<file path="config.mk">
export PLATFORM = sky130hd
export DESIGN_NAME = pio_mux_irq
export DESIGN_NICKNAME = d
export VERILOG_FILES = /design/src/rtl/pio_mux_irq.sv
export SDC_FILE = /design/constraint.sdc
export NUM_CORES = 1
export LEC_CHECK = 0
export ABC_AREA = 1
export CAP_MARGIN = 20
export CORE_AREA = 2 2 226 228
export CTS_CLUSTER_DIAMETER = 120
export CTS_CLUSTER_SIZE = 28
export DETAILED_ROUTE_END_ITERATION = 16
export DIE_AREA = 0 0 228 230
export PLACE_DENSITY = 0.73
export SETUP_SLACK_MARGIN = 0.15
export SLEW_MARGIN = 20
export SYNTH_ARGS = -nofsm -noshare
export SYNTH_HDL_FRONTEND = slang
export SYNTH_SLANG_ARGS = --single-unit
</file>
<file path="constraint.sdc">
create_clock -name iCLK -period 1.1 [get_ports iCLK]
set_input_delay 0.22 -clock iCLK [delete_from_list [all_inputs] [get_ports iCLK]]
set_output_delay 0.22 -clock iCLK [all_outputs]
set_load 0.02 [all_outputs]
</file>
<file path="src/rtl/pio_mux_irq.sv">
// Pin multiplexer with synchronised, glitch-filtered pin inputs and latched edge interrupts.
// Pads are resolved to tristate at the top level from oPIN_OE/oPIN_OUT.
module pio_mux_irq #(
    parameter int pPINS   = 32,
    parameter int pMSEL_W = 2,
    parameter int pFILT_W = 4
) (
    input  logic                                    iCLK,
    input  logic                                    iRESETn,
    input  logic [pPINS-1:0]                        iPIN_IN,
    output logic [pPINS-1:0]                        oPIN_OUT,
    output logic [pPINS-1:0]                        oPIN_OE,
    input  logic [pPINS-1:0]                        iPIO_OUT,
    input  logic [pPINS-1:0]                        iPIO_DIR,
    input  logic [pPINS*pMSEL_W-1:0]                iMSEL,
    input  logic [pPINS*((2**pMSEL_W)-1)-1:0]       iALT_OUT,
    input  logic [pPINS*((2**pMSEL_W)-1)-1:0]       iALT_OE,
    input  logic [pFILT_W-1:0]                      iFILT_LEN,
    output logic [pPINS-1:0]                        oPIO_IN,
    input  logic [pPINS-1:0]                        iIRQ_RISE_EN,
    input  logic [pPINS-1:0]                        iIRQ_FALL_EN,
    input  logic [pPINS-1:0]                        iIRQ_CLR,
    output logic [pPINS-1:0]                        oIRQ_STATUS,
    output logic                                    oIRQ
);

    localparam int pSLOTS = (2**pMSEL_W) - 1;

    logic [pPINS-1:0]   sync1;
    logic [pPINS-1:0]   sync2;
    logic [pPINS-1:0]   filt;
    logic [pPINS-1:0]   prev;
    logic [pFILT_W-1:0] cnt [pPINS];
    logic [pPINS-1:0]   rise;
    logic [pPINS-1:0]   fall;
    logic [pPINS-1:0]   setEvt;
    logic [pPINS-1:0]   oeNext;
    logic [pPINS-1:0]   outNext;
    logic [pMSEL_W-1:0] sel;

    // Filter: f follows s2 only after s2 has disagreed for more than L samples.
    // Using >= rather than == keeps a shortened L from letting the count run past it.
    always_ff @(posedge iCLK or negedge iRESETn) begin
        if (!iRESETn) begin
            sync1 <= '0;
            sync2 <= '0;
            filt  <= '0;
            prev  <= '0;
            for (int i = 0; i < pPINS; i++) begin
                cnt[i] <= '0;
            end
        end else begin
            sync1 <= iPIN_IN;
            sync2 <= sync1;
            prev  <= filt;
            for (int i = 0; i < pPINS; i++) begin
                if (sync2[i] == filt[i]) begin
                    cnt[i] <= '0;
                end else if (cnt[i] >= iFILT_LEN) begin
                    filt[i] <= ~filt[i];
                    cnt[i]  <= '0;
                end else begin
                    cnt[i] <= cnt[i] + pFILT_W'(1);
                end
            end
        end
    end

    assign oPIO_IN = filt;
    assign rise    = filt & ~prev;
    assign fall    = ~filt & prev;
    assign setEvt  = (rise & iIRQ_RISE_EN) | (fall & iIRQ_FALL_EN);

    // A set event in the same cycle as a clear keeps the bit set.
    always_ff @(posedge iCLK or negedge iRESETn) begin
        if (!iRESETn) begin
            oIRQ_STATUS <= '0;
            oIRQ        <= 1'b0;
        end else begin
            oIRQ_STATUS <= (oIRQ_STATUS & ~iIRQ_CLR) | setEvt;
            oIRQ        <= |oIRQ_STATUS;
        end
    end

    always_comb begin
        oeNext  = '0;
        outNext = '0;
        sel     = '0;
        for (int i = 0; i < pPINS; i++) begin
            sel = iMSEL[i*pMSEL_W +: pMSEL_W];
            if (sel == '0) begin
                oeNext[i]  = iPIO_DIR[i];
                outNext[i] = iPIO_OUT[i];
            end
            for (int k = 1; k <= pSLOTS; k++) begin
                if (sel == pMSEL_W'(k)) begin
                    oeNext[i]  = iALT_OE[(k-1)*pPINS + i];
                    outNext[i] = iALT_OUT[(k-1)*pPINS + i];
                end
            end
        end
    end

    always_ff @(posedge iCLK or negedge iRESETn) begin
        if (!iRESETn) begin
            oPIN_OE  <= '0;
            oPIN_OUT <= '0;
        end else begin
            oPIN_OE  <= oeNext;
            oPIN_OUT <= outNext & oeNext;
        end
    end

endmodule

</file>
==> flow_summary.json <==
{
  "initial_core_util_pct": 37.8,
  "final.setup.worst_slack_ns": -0.332,
  "synthesis.instances": 2253,
  "die_w_um": 228,
  "violations": "setup timing",
  "dr_wl_met3_mm": 4.09,
  "clock_latency_ns": 0.54,
  "synth_ff_type": "dfrtp_1",
  "die-area_sq_mm": 0.0524,
  "drtIter0Drc": 1040,
  "startpoint_type": "register",
  "routed_via_density": 5.00,
  "gp_congestion": 0.973,
  "grt_pass1_wl_mm": 108,
  "place_inst": 3797,
  "hpwlAfterDp_mm": 51.8,
  "final_area_sq_mm": 0.0338,
  "fmax_mhz": 698,
  "grt_start_max_net_pins": 53,
  "fp.coreArea_sq_mm": 0.0499,
  "yosysWarnings": 0,
  "worst-path-stages": 2,
  "slowest_delay_ns": 0.42,
  "drt-total-wl_mm": 77.2,
  "maxSlewHeadroom_pct": 74.1,
  "syn_nets": 2867,
  "hold_path.class": "input pin to register",
  "synth-edff-count": 0,
  "drc": 0,
  "synth_cell_types": 15,
  "synth_area_sq_mm": 0.0189,
  "clockRootBuffer": "clkbuf_16",
  "clk_path_buf_depth": 3,
  "ant_nets": 0,
  "die_h_um": 230,
  "async_reset_ff_share_pct": 100,
  "layout_common_cells": "clkdlybuf4s50_1, nand2_1, dfrtp_1, buf_4, inv_1",
  "hold_viol": 0,
  "fin_nets": 3879,
  "rsz0062_at_grt": "yes",
  "firstDrtPassIters": 5,
  "worst_pin_slew_ns": 0.388,
  "cp.arrival_ns": 1.21,
  "fin_cells": 3946,
  "post_drt_wl_per_cell_um": 19.6,
  "finalSetupViolations": 293,
  "cts_buffers": 16,
  "vias": 19746,
  "grt_overflow": 0,
  "maxSlewViolCount": 0,
  "antenna_found_initial": 11,
  "syn_area_per_cell_sq_um": 8.38,
  "path_delay_family": "flip-flops",
  "top_layer_used": "met5",
  "cts_htree_levels": 1,
  "min_path_cells": 1,
  "min_period_over_period_pct": 130,
  "peakVddDrop_mv": 1.14,
  "yosysSeqAreaShare_pct": 46.8,
  "clk_pin_slew_ns": 0.12,
  "grt_pass1_vias": 20418,
  "pre_cts_ws_ns": -1.01,
  "drive_gt1_share_pct": 37.1,
  "crit_slowest_cell": "dfrtp_1",
  "critPathBufInv": 2,
  "status": "finished, violations left",
  "io_buffer_count": 582,
  "layout_commonest_cell": "clkdlybuf4s50_1",
  "met2_length_mm": 41.3,
  "maxCapViolations": 0,
  "cp_data_required_time_ns": 0.88,
  "placed_area_sq_mm": 0.0280,
  "wl_met1_mm": 28.0,
  "synth_seq_cells": 353,
  "power_w": 0.0595,
  "io_pins": 583,
  "worst_r2r_path_depth": 7,
  "crit_path_max_fanout": 2,
  "area_growth_pct": 78.9,
  "power_density_mw_per_mm2": 1760,
  "worstSetupPathType": "register to primary output",
  "period_needed_ns": 1.43,
  "cp_common_cell": "buf_6",
  "end_kind": "primary output",
  "cts_tree": "yes",
  "setup_tns_ns": -48.29,
  "fp-row-count": 82,
  "grt_use_total_pct": 26.0,
  "crit_chain": "buf_6 > buf_6",
  "fin_skew_ns": 0.0172,
  "p_leak_nw": 16.5,
  "cts_sinks": 353
}
[through the flow]
stage	utilization [%]	hold WS, ns
finish	67.7	0.108
global route	67.7	0.0813
floorplan	-	-0.0756
detailed placement	56.1	0.120
CTS	62.5	0.0841
global placement	56.1	0.120
[cells by family (layout without fill, tap and decap cells)]
family	count (synthesis)	in the layout	share of synthesized area (%)
and+or+nand+nor	1193	1193	27.9
buffers and inverters	380	1394	7.56
DFF	353	353	46.8
adders and majority gates	160	160	10.6
AOI/OAI and AO/OA	103	103	3.67
xor gates and xnor gates	64	64	3.41
other	0	7	0
[synthesized netlist by cell type (25+ instances only)]
cell type | n | area, sq um
nor2_1 | 288 | 1080
nand3b_1 | 57 | 428
xor2_1 | 53 | 464
o21bai_1 | 32 | 240
o211ai_1 | 39 | 293
inv_1 | 380 | 1430
ha_1 | 160 | 2000
a21oi_1 | 32 | 160
nand4_1 | 93 | 582
or2_2 | 25 | 156
nand2_1 | 513 | 1930
dfrtp_1 | 353 | 8830
nand3_1 | 206 | 1030
[final cells by class]
| cell class | instances | area (sq um) |
|---|---|---|
| sequential | 353 | 8840 |
| clock inverter | 2 | 13.8 |
| multi-input combinational | 1520 | 12200 |
| clock buffer | 18 | 439 |
| antenna | 7 | 17.5 |
| fill | 3457 | 16100 |
| timing repair buffer | 994 | 9880 |
| inverter | 380 | 1490 |
| tap | 672 | 841 |
[layer usage]
layer | vias to the layer above | GRT usage [%]
met5 | - | 0
met4 | 8 | 9.27
met3 | 219 | 4.74
met2 | 659 | 49.1
met1 | 9621 | 28.9
li1 | 9239 | -
[registers in the layout, summed over array words and instances (netlist names)]
name,cells
oPIN_OE,32
oIRQ,1
oIRQ_STATUS,32
sync1,32
prev,32
oPIN_OUT,32
sync2,32
oPIO_IN,32
cnt,128
[final timing paths]
path	from	endpoint	slack, ns
worst max-delay path	oPIO_IN[15]$_DFFE_PN0P_	oPIO_IN[15]	-0.33
worst min-delay path	iPIN_IN[7]	sync1[7]$_DFF_PN0_	0.11
worst max register to register	cnt[63]$_DFF_PN0_	oPIO_IN[16]$_DFFE_PN0P_	-0.28
worst min register to register	sync1[0]$_DFF_PN0_	sync2[0]$_DFF_PN0_	0.35
max in group asynchronous	iRESETn	oPIN_OUT[16]$_DFF_PN0_	0.25
min in group asynchronous	iRESETn	cnt[34]$_DFF_PN0_	0.15
[power by group]
group | switching (W) | internal, W
sequential | 0.00267 | 0.0161
clock | 0.00426 | 0.00290
combinational | 0.0170 | 0.0165
total | 0.0239 | 0.0356
[what timing repair did]
item                       CTS  global route
hold buffers                 1             0
gates cloned                 6             0
setup buffers               67            50
gates resized for setup    996           507
pin swaps                  145           257
hold endpoints to repair   240             0
setup endpoints to repair  295           323
Note: power is estimated with default switching activity, not from simulation.
